**config.mk**
```make
export PLATFORM = sky130hd
export DESIGN_NAME = s_cla_nibble_seq_flat
export DESIGN_NICKNAME = d
export VERILOG_FILES = /design/src/rtl/s_cla_nibble_seq_if.sv /design/src/rtl/s_cla_nibble_seq.sv /design/src/flat_wrapper.sv
export SDC_FILE = /design/constraint.sdc
export NUM_CORES = 1
export LEC_CHECK = 0
export BUFFER_PORTS_ARGS = -buffer_cell sky130_fd_sc_hd__buf_4
export CAP_MARGIN = 30
export CELL_PAD_IN_SITES_DETAIL_PLACEMENT = 0
export CELL_PAD_IN_SITES_GLOBAL_PLACEMENT = 1
export CORE_MARGIN = 10
export CORE_UTILIZATION = 42
export DETAILED_ROUTE_END_ITERATION = 6
export PLACE_DENSITY = 0.8
export RECOVER_POWER = 25
export SYNTH_ARGS = -nofsm -noshare
export SYNTH_HDL_FRONTEND = slang
export SYNTH_SLANG_ARGS = --single-unit
export TNS_END_PERCENT = 50
```
**constraint.sdc**
```tcl
create_clock -name clk -period 2.2 [get_ports clk]
set_input_delay 0 -clock clk [delete_from_list [all_inputs] [get_ports clk]]
set_output_delay 0 -clock clk [all_outputs]
set_load 0.005 [all_outputs]
```
**src/rtl/s_cla_nibble_seq_if.sv**
```systemverilog
// Operand/result handshake bundle for s_cla_nibble_seq: valid/ready in, valid/ready out.
interface s_cla_nibble_seq_if #(parameter int N = 16);
  logic         in_valid;
  logic         in_ready;
  logic [N-1:0] a;
  logic [N-1:0] b;
  logic         out_valid;
  logic         out_ready;
  logic [N:0]   out;
  logic         ovf;

  modport master (
    output in_valid, a, b, out_ready,
    input  in_ready, out_valid, out, ovf
  );

  modport slave (
    input  in_valid, a, b, out_ready,
    output in_ready, out_valid, out, ovf
  );
endinterface

```
**src/rtl/s_cla_nibble_seq.sv**
```systemverilog
// Sequenced signed adder: one 4-bit CLA slice reused over N/4 cycles with a registered carry.
// Optional macro S_CLA_SEQ_OVF_EN builds the signed-overflow output; otherwise ovf is tied 0.
module s_cla_nibble_seq #(
  parameter int N = 16
) (
  input  logic              clk,
  input  logic              rst,
  s_cla_nibble_seq_if.slave bus
);
  localparam int NIB = N / 4;
  localparam int CW  = (NIB > 1) ? $clog2(NIB) : 1;
  localparam logic [CW-1:0] LAST = CW'(NIB - 1);

  localparam logic [1:0] IDLE = 2'd0;
  localparam logic [1:0] RUN  = 2'd1;
  localparam logic [1:0] DONE = 2'd2;

  generate
    if ((N % 4) != 0 || N < 4) begin : g_bad_n
      $error("s_cla_nibble_seq: N must be a multiple of 4 and >= 4");
    end
  endgenerate

  logic [1:0]    state_q, state_d;
  logic [N-1:0]  a_q, a_d, b_q, b_d;
  logic [N-1:0]  res_q, res_d, res_sh;
  logic [CW-1:0] cnt_q, cnt_d;
  logic          c_q, c_d;
  logic          sa_q, sa_d, sb_q, sb_d;
  logic [N:0]    out_q, out_d;

  // 4-bit carry-lookahead slice on the low nibble of the shift registers
  logic [3:0] g, p, s;
  logic       c1, c2, c3, c4;

  always_comb begin
    g  = a_q[3:0] & b_q[3:0];
    p  = a_q[3:0] ^ b_q[3:0];
    c1 = g[0] | (p[0] & c_q);
    c2 = g[1] | (p[1] & g[0]) | (p[1] & p[0] & c_q);
    c3 = g[2] | (p[2] & g[1]) | (p[2] & p[1] & g[0]) | (p[2] & p[1] & p[0] & c_q);
    c4 = g[3] | (p[3] & g[2]) | (p[3] & p[2] & g[1]) | (p[3] & p[2] & p[1] & g[0])
       | (p[3] & p[2] & p[1] & p[0] & c_q);
    s  = p ^ {c3, c2, c1, c_q};
  end

  // Result fills from the top nibble downward, so after N/4 shifts nibble 0 sits at the bottom
  generate
    if (N == 4) begin : g_res_n4
      assign res_sh = s;
    end else begin : g_res_nw
      assign res_sh = {s, res_q[N-1:4]};
    end
  endgenerate

`ifdef S_CLA_SEQ_OVF_EN
  logic ovf_q, ovf_d;
`endif

  always_comb begin
    state_d = state_q;
    a_d     = a_q;
    b_d     = b_q;
    res_d   = res_q;
    cnt_d   = cnt_q;
    c_d     = c_q;
    sa_d    = sa_q;
    sb_d    = sb_q;
    out_d   = out_q;
`ifdef S_CLA_SEQ_OVF_EN
    ovf_d   = ovf_q;
`endif
    case (state_q)
      IDLE: if (bus.in_valid) begin
        a_d     = bus.a;
        b_d     = bus.b;
        c_d     = 1'b0;
        cnt_d   = '0;
        sa_d    = bus.a[N-1];
        sb_d    = bus.b[N-1];
        state_d = RUN;
      end
      RUN: begin
        a_d   = a_q >> 4;
        b_d   = b_q >> 4;
        c_d   = c4;
        cnt_d = cnt_q + 1'b1;
        res_d = res_sh;
        if (cnt_q == LAST) begin
          out_d   = {sa_q ^ sb_q ^ c4, res_sh};
`ifdef S_CLA_SEQ_OVF_EN
          ovf_d   = c3 ^ c4;
`endif
          state_d = DONE;
        end
      end
      DONE: if (bus.out_ready) state_d = IDLE;
      default: state_d = IDLE;
    endcase
  end

  always_ff @(posedge clk or posedge rst) begin
    if (rst) begin
      state_q <= IDLE;
      a_q     <= '0;
      b_q     <= '0;
      res_q   <= '0;
      cnt_q   <= '0;
      c_q     <= 1'b0;
      sa_q    <= 1'b0;
      sb_q    <= 1'b0;
      out_q   <= '0;
    end else begin
      state_q <= state_d;
      a_q     <= a_d;
      b_q     <= b_d;
      res_q   <= res_d;
      cnt_q   <= cnt_d;
      c_q     <= c_d;
      sa_q    <= sa_d;
      sb_q    <= sb_d;
      out_q   <= out_d;
    end
  end

`ifdef S_CLA_SEQ_OVF_EN
  always_ff @(posedge clk or posedge rst) begin
    if (rst) ovf_q <= 1'b0;
    else     ovf_q <= ovf_d;
  end
  assign bus.ovf = ovf_q;
`else
  assign bus.ovf = 1'b0;
`endif

  assign bus.in_ready  = (state_q == IDLE);
  assign bus.out_valid = (state_q == DONE);
  assign bus.out       = out_q;
endmodule

```
**src/flat_wrapper.sv**
```systemverilog
// flat-port wrapper written by rule: the top's interface ports become plain ports
module s_cla_nibble_seq_flat 
#(
  parameter int N = 16
)
  (clk, rst, bus_in_valid, bus_a, bus_b, bus_out_ready, bus_in_ready, bus_out_valid, bus_out, bus_ovf);
  s_cla_nibble_seq_if #(.N(N)) bus_i ();
  input  logic clk;
  input  logic rst;
  input wire logic [$bits(bus_i.in_valid)-1:0] bus_in_valid;
  input wire logic [$bits(bus_i.a)-1:0] bus_a;
  input wire logic [$bits(bus_i.b)-1:0] bus_b;
  input wire logic [$bits(bus_i.out_ready)-1:0] bus_out_ready;
  output wire logic [$bits(bus_i.in_ready)-1:0] bus_in_ready;
  output wire logic [$bits(bus_i.out_valid)-1:0] bus_out_valid;
  output wire logic [$bits(bus_i.out)-1:0] bus_out;
  output wire logic [$bits(bus_i.ovf)-1:0] bus_ovf;
  assign bus_i.in_valid = bus_in_valid;
  assign bus_i.a = bus_a;
  assign bus_i.b = bus_b;
  assign bus_i.out_ready = bus_out_ready;
  assign bus_in_ready = bus_i.in_ready;
  assign bus_out_valid = bus_i.out_valid;
  assign bus_out = bus_i.out;
  assign bus_ovf = bus_i.ovf;
  s_cla_nibble_seq #(.N(N)) u_core (.clk(clk), .rst(rst), .bus(bus_i));
endmodule
```
**Word level (Yosys, flattened, before mapping)**

Cells that the tools add are included.

- Register bits after elaboration: 72
- Output and inout port bits: 20

- Bitwise gates (word level): 31
- Reduce and logical (&&, ||, !) cells: 6
- Mux-type cells: 12
- Equality and inequality tests: 6
- Add/subtract/negate cells: 1

Operator list:

| operator | count |
|---|---|
| $pmux W16 S2 | 2 |
| $mux W16 | 2 |
| $and A1 B1 Y1 | 16 |
| $or A1 B1 Y1 | 10 |
| $mux W2 | 4 |
| $xor A4 B4 Y4 | 2 |
| $pmux W2 S3 | 1 |
| $reduce_and A2 Y1 | 3 |
| $and A4 B4 Y4 | 1 |
| $eq A2 B2 Y1 const B | 2 |
| $ne A2 B2 Y1 const B | 2 |
| $pmux W2 S2 | 1 |
| $reduce_and A3 Y1 | 1 |
| $add A2 B1 Y2 const B | 1 |
| $eq A2 B1 Y1 const B | 1 |
| $logic_not A2 Y1 | 1 |
| $ne A2 B1 Y1 const B | 1 |
| $pmux W1 S2 | 1 |
| $reduce_bool A2 Y1 | 1 |
| $xor A1 B1 Y1 | 2 |
| $mux W1 | 1 |

**Longest topological paths before layout**

- Depth after elaboration: 7
- Gate-level depth with buffers: 5

**Worst setup path after synthesis**

OpenSTA, ideal clock, no wires.

- Kind: reg-to-reg
- Start: register u_core.b_q[0]
- End: register u_core.out_q[15], in the netlist u_core.bus.out[15]
- Setup slack: 663 ps
- Stages on the path, launching flop included: 6
- Clock period less this slack: 1,537 ps
- Arrival: 1,408 ps
- Buffers on the path: 0
- Data required time: 2,072 ps
- Cells stage by stage: dfrtp_1 -> ha_1 -> a21o_1 -> and3_1 -> o41ai_2 -> o21ai_1

- Word-level cells in the longest chain between the ends: 5
- Elaborated cells on any way between the ends: 8
- Classes of those cells: bitwise: 8

Ends and longest elaborated chain:

| what | RTL line | text |
|---|---|---|
| start, declared | s_cla_nibble_seq.sv:25 | `logic [N-1:0] a_q, a_d, b_q, b_d;` |
| start signal, assigned | s_cla_nibble_seq.sv:106 | `b_q <= '0;` |
| start signal, assigned | s_cla_nibble_seq.sv:116 | `b_q <= b_d;` |
| $and A4 B4 Y4 or $xor A4 B4 Y4 (tied branches) | s_cla_nibble_seq.sv:37, s_cla_nibble_seq.sv:38 |  |
| $and A1 B1 Y1 | s_cla_nibble_seq.sv:41 | `c3 = g[2] \| (p[2] & g[1]) \| (p[2] & p[1] & g[0]) \| (p[2] & p[1] & p[0] & c_q);` |
| $or A1 B1 Y1 or $and A1 B1 Y1 (tied branches) | s_cla_nibble_seq.sv:41 |  |
| $or A1 B1 Y1 (*) | s_cla_nibble_seq.sv:41 |  |
| $xor A4 B4 Y4 (*) | s_cla_nibble_seq.sv:44 | `s = p ^ {c3, c2, c1, c_q};` |
| end signal, assigned | s_cla_nibble_seq.sv:122 | `out_q <= out_d;` |
| end, declared | s_cla_nibble_seq.sv:30 | `logic [N:0] out_q, out_d;` |

Mark *: on every way between the ends. The rest lies on a longest branch, timed or not.
A chain may end at the register's enable or synchronous reset.

**Worst setup path after layout**

- Start: register u_core.b_q[3]
- End: register u_core.out_q[16], in the netlist u_core.bus.out[16]

- Word-level cells in the longest chain between the ends: 7
- Elaborated cells on any way between the ends: 14
- Classes of those cells: bitwise: 14

Ends and longest elaborated chain:

| what | RTL line | text |
|---|---|---|
| $xor A4 B4 Y4 | s_cla_nibble_seq.sv:38 | `p = a_q[3:0] ^ b_q[3:0];` |
| $and A1 B1 Y1, on equally long branches | s_cla_nibble_seq.sv:42, s_cla_nibble_seq.sv:43 |  |
| $or A1 B1 Y1 (tied with other cells) (2 in series) | s_cla_nibble_seq.sv:42 | `c4 = g[3] \| (p[3] & g[2]) \| (p[3] & p[2] & g[1]) \| (p[3] & p[2] & p[1] & g[0])` |
| $or A1 B1 Y1 or $and A1 B1 Y1 (tied branches) | s_cla_nibble_seq.sv:42, s_cla_nibble_seq.sv:43 |  |
| $or A1 B1 Y1 (*) | s_cla_nibble_seq.sv:43 | `\| (p[3] & p[2] & p[1] & p[0] & c_q);` |
| $xor A1 B1 Y1 (*) | s_cla_nibble_seq.sv:90 | `out_d = {sa_q ^ sb_q ^ c4, res_sh};` |

Marked as above.

==> flow_metrics.py <==
metrics = {
    "run_status": {
        "status": "finished, final reports clean",
    },
    "sta": {
        "worst_slew_pin_slew_ns": 1.00,
        "setup_tns_ns": 0,
        "rsz0062_at_grt": "no",
        "fin_worst_skew_ns": 0.0109,
        "hold-worst-slack_ns": 0.252,
        "setup_viol": 0,
        "post-route-min-period_ns": 1.67,
        "finalHoldViolations": 0,
        "period_share": 0.758,
        "setup_ws_ns": 0.531,
        "drv_slew": 0,
        "relSlewSlack": 0.331,
        "max_freq_mhz": 599,
    },
    "yosys": {
        "synth_seq_cells": 68,
        "syn_nets": 348,
        "syn_inst": 306,
        "async_reset_ff_frac": 1.00,
        "synth_area_um2": 2940,
        "avgSynthCellArea_um2": 9.61,
        "synth_top_area_share": 0.578,
        "yosysUniqueCellTypes": 30,
        "yosys.area.top_type": "dfrtp_1",
        "synth_edf_count": 0,
        "synth_common_cells": "105 x nand2_1, 68 x dfrtp_1, 26 x nor2_1",
        "yosysWarnings": 0,
        "synth_ff_type": "dfrtp_1",
        "ys_top_cells_by_area": "dfrtp_1 58%, nand2_1 13%, a31oi_1 4.7%",
        "seq_area_frac_synth": 0.578,
        "yosysMostFrequentCell": "nand2_1",
    },
    "clocking": {
        "cts_tree": "built",
        "clk_path_buf_depth": 2,
        "clockRootBuffer": "clkbuf_8",
        "clkLatencyLatePin_ns": 0.33,
        "cts_setup_buffers": 0,
        "cts_repair_resize_count": 0,
        "cts_sinks": 68,
        "cts.htree.levels": 3,
        "numCtsBuffers": 9,
        "clk_pin_slew_ns": 0.07,
    },
    "setup_path": {
        "path_class": "register to register",
        "endpoint_kind": "register",
        "startpoint_type": "register",
        "crit_fanout": 4,
        "reg2reg_slack_ns": 0.53,
        "required_ns": 2.40,
        "cp.arrival_ns": 1.87,
    },
    "grt": {
        "track_usage": 0.127,
        "grt_max_degree": 45,
        "overflow": 0,
        "grt_pass1_vias": 2490,
        "grt_first_pass_wirelength_um": 11500,
        "antenna_found_initial": 0,
    },
    "worst_hold_path": {
        "hold_path_class": "input pin to register",
    },
    "drt": {
        "drtAntennaViolNets": 0,
        "wl_per_cell_um": 13.1,
        "drc": 0,
        "first_pass_iters": 6,
        "via_per_inst": 4.80,
        "drt_iter0_drc": 62,
        "via_count": 2368,
        "wl_um": 6480,
    },
    "power": {
        "p_leak_uw": 0.00193,
        "power_density_nw_per_um2": 1420,
        "total_power_uw": 5630,
        "max-vdd-ir-drop_uv": 704,
    },
    "final_layout": {
        "fin_area_um2": 3960,
        "drive_above_1_share": 0.194,
        "ff_latch_area_um2": 1700,
        "nFillCells": 614,
        "antenna_cells": 0,
        "syn2layout_area_growth_pct": 34.7,
        "final_nets": 435,
        "multi_input_area_um2": 1140,
    },
    "floorplanning": {
        "die_w_um": 104,
        "io_pins": 56,
        "fp.coreArea_um2": 6790,
        "start_util": 0.433,
        "rows": 30,
        "fp.dieH_um": 104,
        "die_area_um2": 10800,
    },
    "place": {
        "gp_congestion": 0.771,
        "place_ws_ns": 0.554,
        "dp_hpwl_um": 4470,
        "place_area_um2": 3450,
        "portBuffers": 54,
    },
    "flow_run": {
        "drv_cap": 0,
    },
}
==> layout by cell type (no fill, tap or decap), types with 2 or more instances in the layout <==
cell type and count:
a21o_1 2, a21oi_1 3, a31oi_1 22, and3_1 2, buf_12 2, buf_4 43
clkbuf_1 7, clkbuf_4 11, clkbuf_8 10, dfrtp_1 68, dlygate4sd3_1 34, ha_1 5
inv_1 5, mux2_1 9, mux2_2 3, nand2_1 105, nor2_1 26, o21ai_0 17
o21ai_1 5, xnor2_1 2, xor2_1 2
==> flip-flops by register name (all words and copies together) (netlist names), 2 cells and up <==
name / cells
u_core.bus.out: 17
u_core.a_q: 16
u_core.b_q: 16
u_core.res_q: 12
u_core.cnt_q: 2
u_core.state_q: 2
==> repair_timing <==
action	CTS	global route
hold buffers	34	0
endpoints found under the setup margin	0	0
endpoints found under the hold margin	59	0
==> cells by family after synthesis <==
kind of cell	share of synthesized area
xor+xnor	0.0119
simple gates	0.189
other cells	0.00127
flops	0.578
mux	0.0459
fa+ha+maj	0.0281
buf+inv	0.0379
compound gates	0.108
==> area by class of cell <==
cell class / count / area share
Clock inverter: 2 / 0.00884
Tap cell: 96 / 0.0303
Multi-Input combinational cell: 215 / 0.287
Clock buffer: 13 / 0.0376
Timing Repair Buffer: 94 / 0.202
Sequential cell: 68 / 0.429
Inverter: 5 / 0.00474
==> metal layers <==
| metal | track usage | vias to the layer above | share of wire |
|---|---|---|---|
| met4 | 0.0507 | 0 | 0.015 |
| met3 | 0.0378 | 11 | 0.042 |
| met1 | 0.158 | 1129 | 0.47 |
| met2 | 0.202 | 50 | 0.47 |
| met5 | 0 | - | 0 |
| li1 | - | 1178 | - |
==> power breakdown <==
group	leakage, µW	switching [µW]	internal [µW]
sequential	0.000839	341	1870
combinational	0.000993	1350	1090
clock	0.0000935	428	548
==> stage by stage <==
stage                util  instances
global route        0.583        493
CTS                 0.585        493
floorplan               -        306
finish              0.583        493
detailed placement  0.508        444
global placement    0.508        444
==> final timing paths <==
kind,cells after the start,from,to
setup / recovery,5,u_core.b_q[3]$_DFFE_PP0P_,u_core.bus.out[16]$_DFFE_PP0P_
hold / removal,3,bus_in_valid,u_core.state_q[0]$_DFFE_PP0P_
setup reg to reg,5,u_core.b_q[3]$_DFFE_PP0P_,u_core.bus.out[16]$_DFFE_PP0P_
hold reg to reg,2,u_core.res_q[7]$_DFFE_PP0P_,u_core.res_q[7]$_DFFE_PP0P_
max in group asynchronous,4,rst,u_core.bus.out[2]$_DFFE_PP0P_
min in group asynchronous,3,rst,u_core.state_q[1]$_DFFE_PP0P_
==> critical path, cell delays in order, from the launching register on <==
cell	delay, ns
dfrtp_1	0.39
ha_1	0.36
and3_1	0.24
a221oi_2	0.33
xnor2_1	0.16
o21ai_1	0.07
Note: power is estimated with default switching activity, not from simulation.
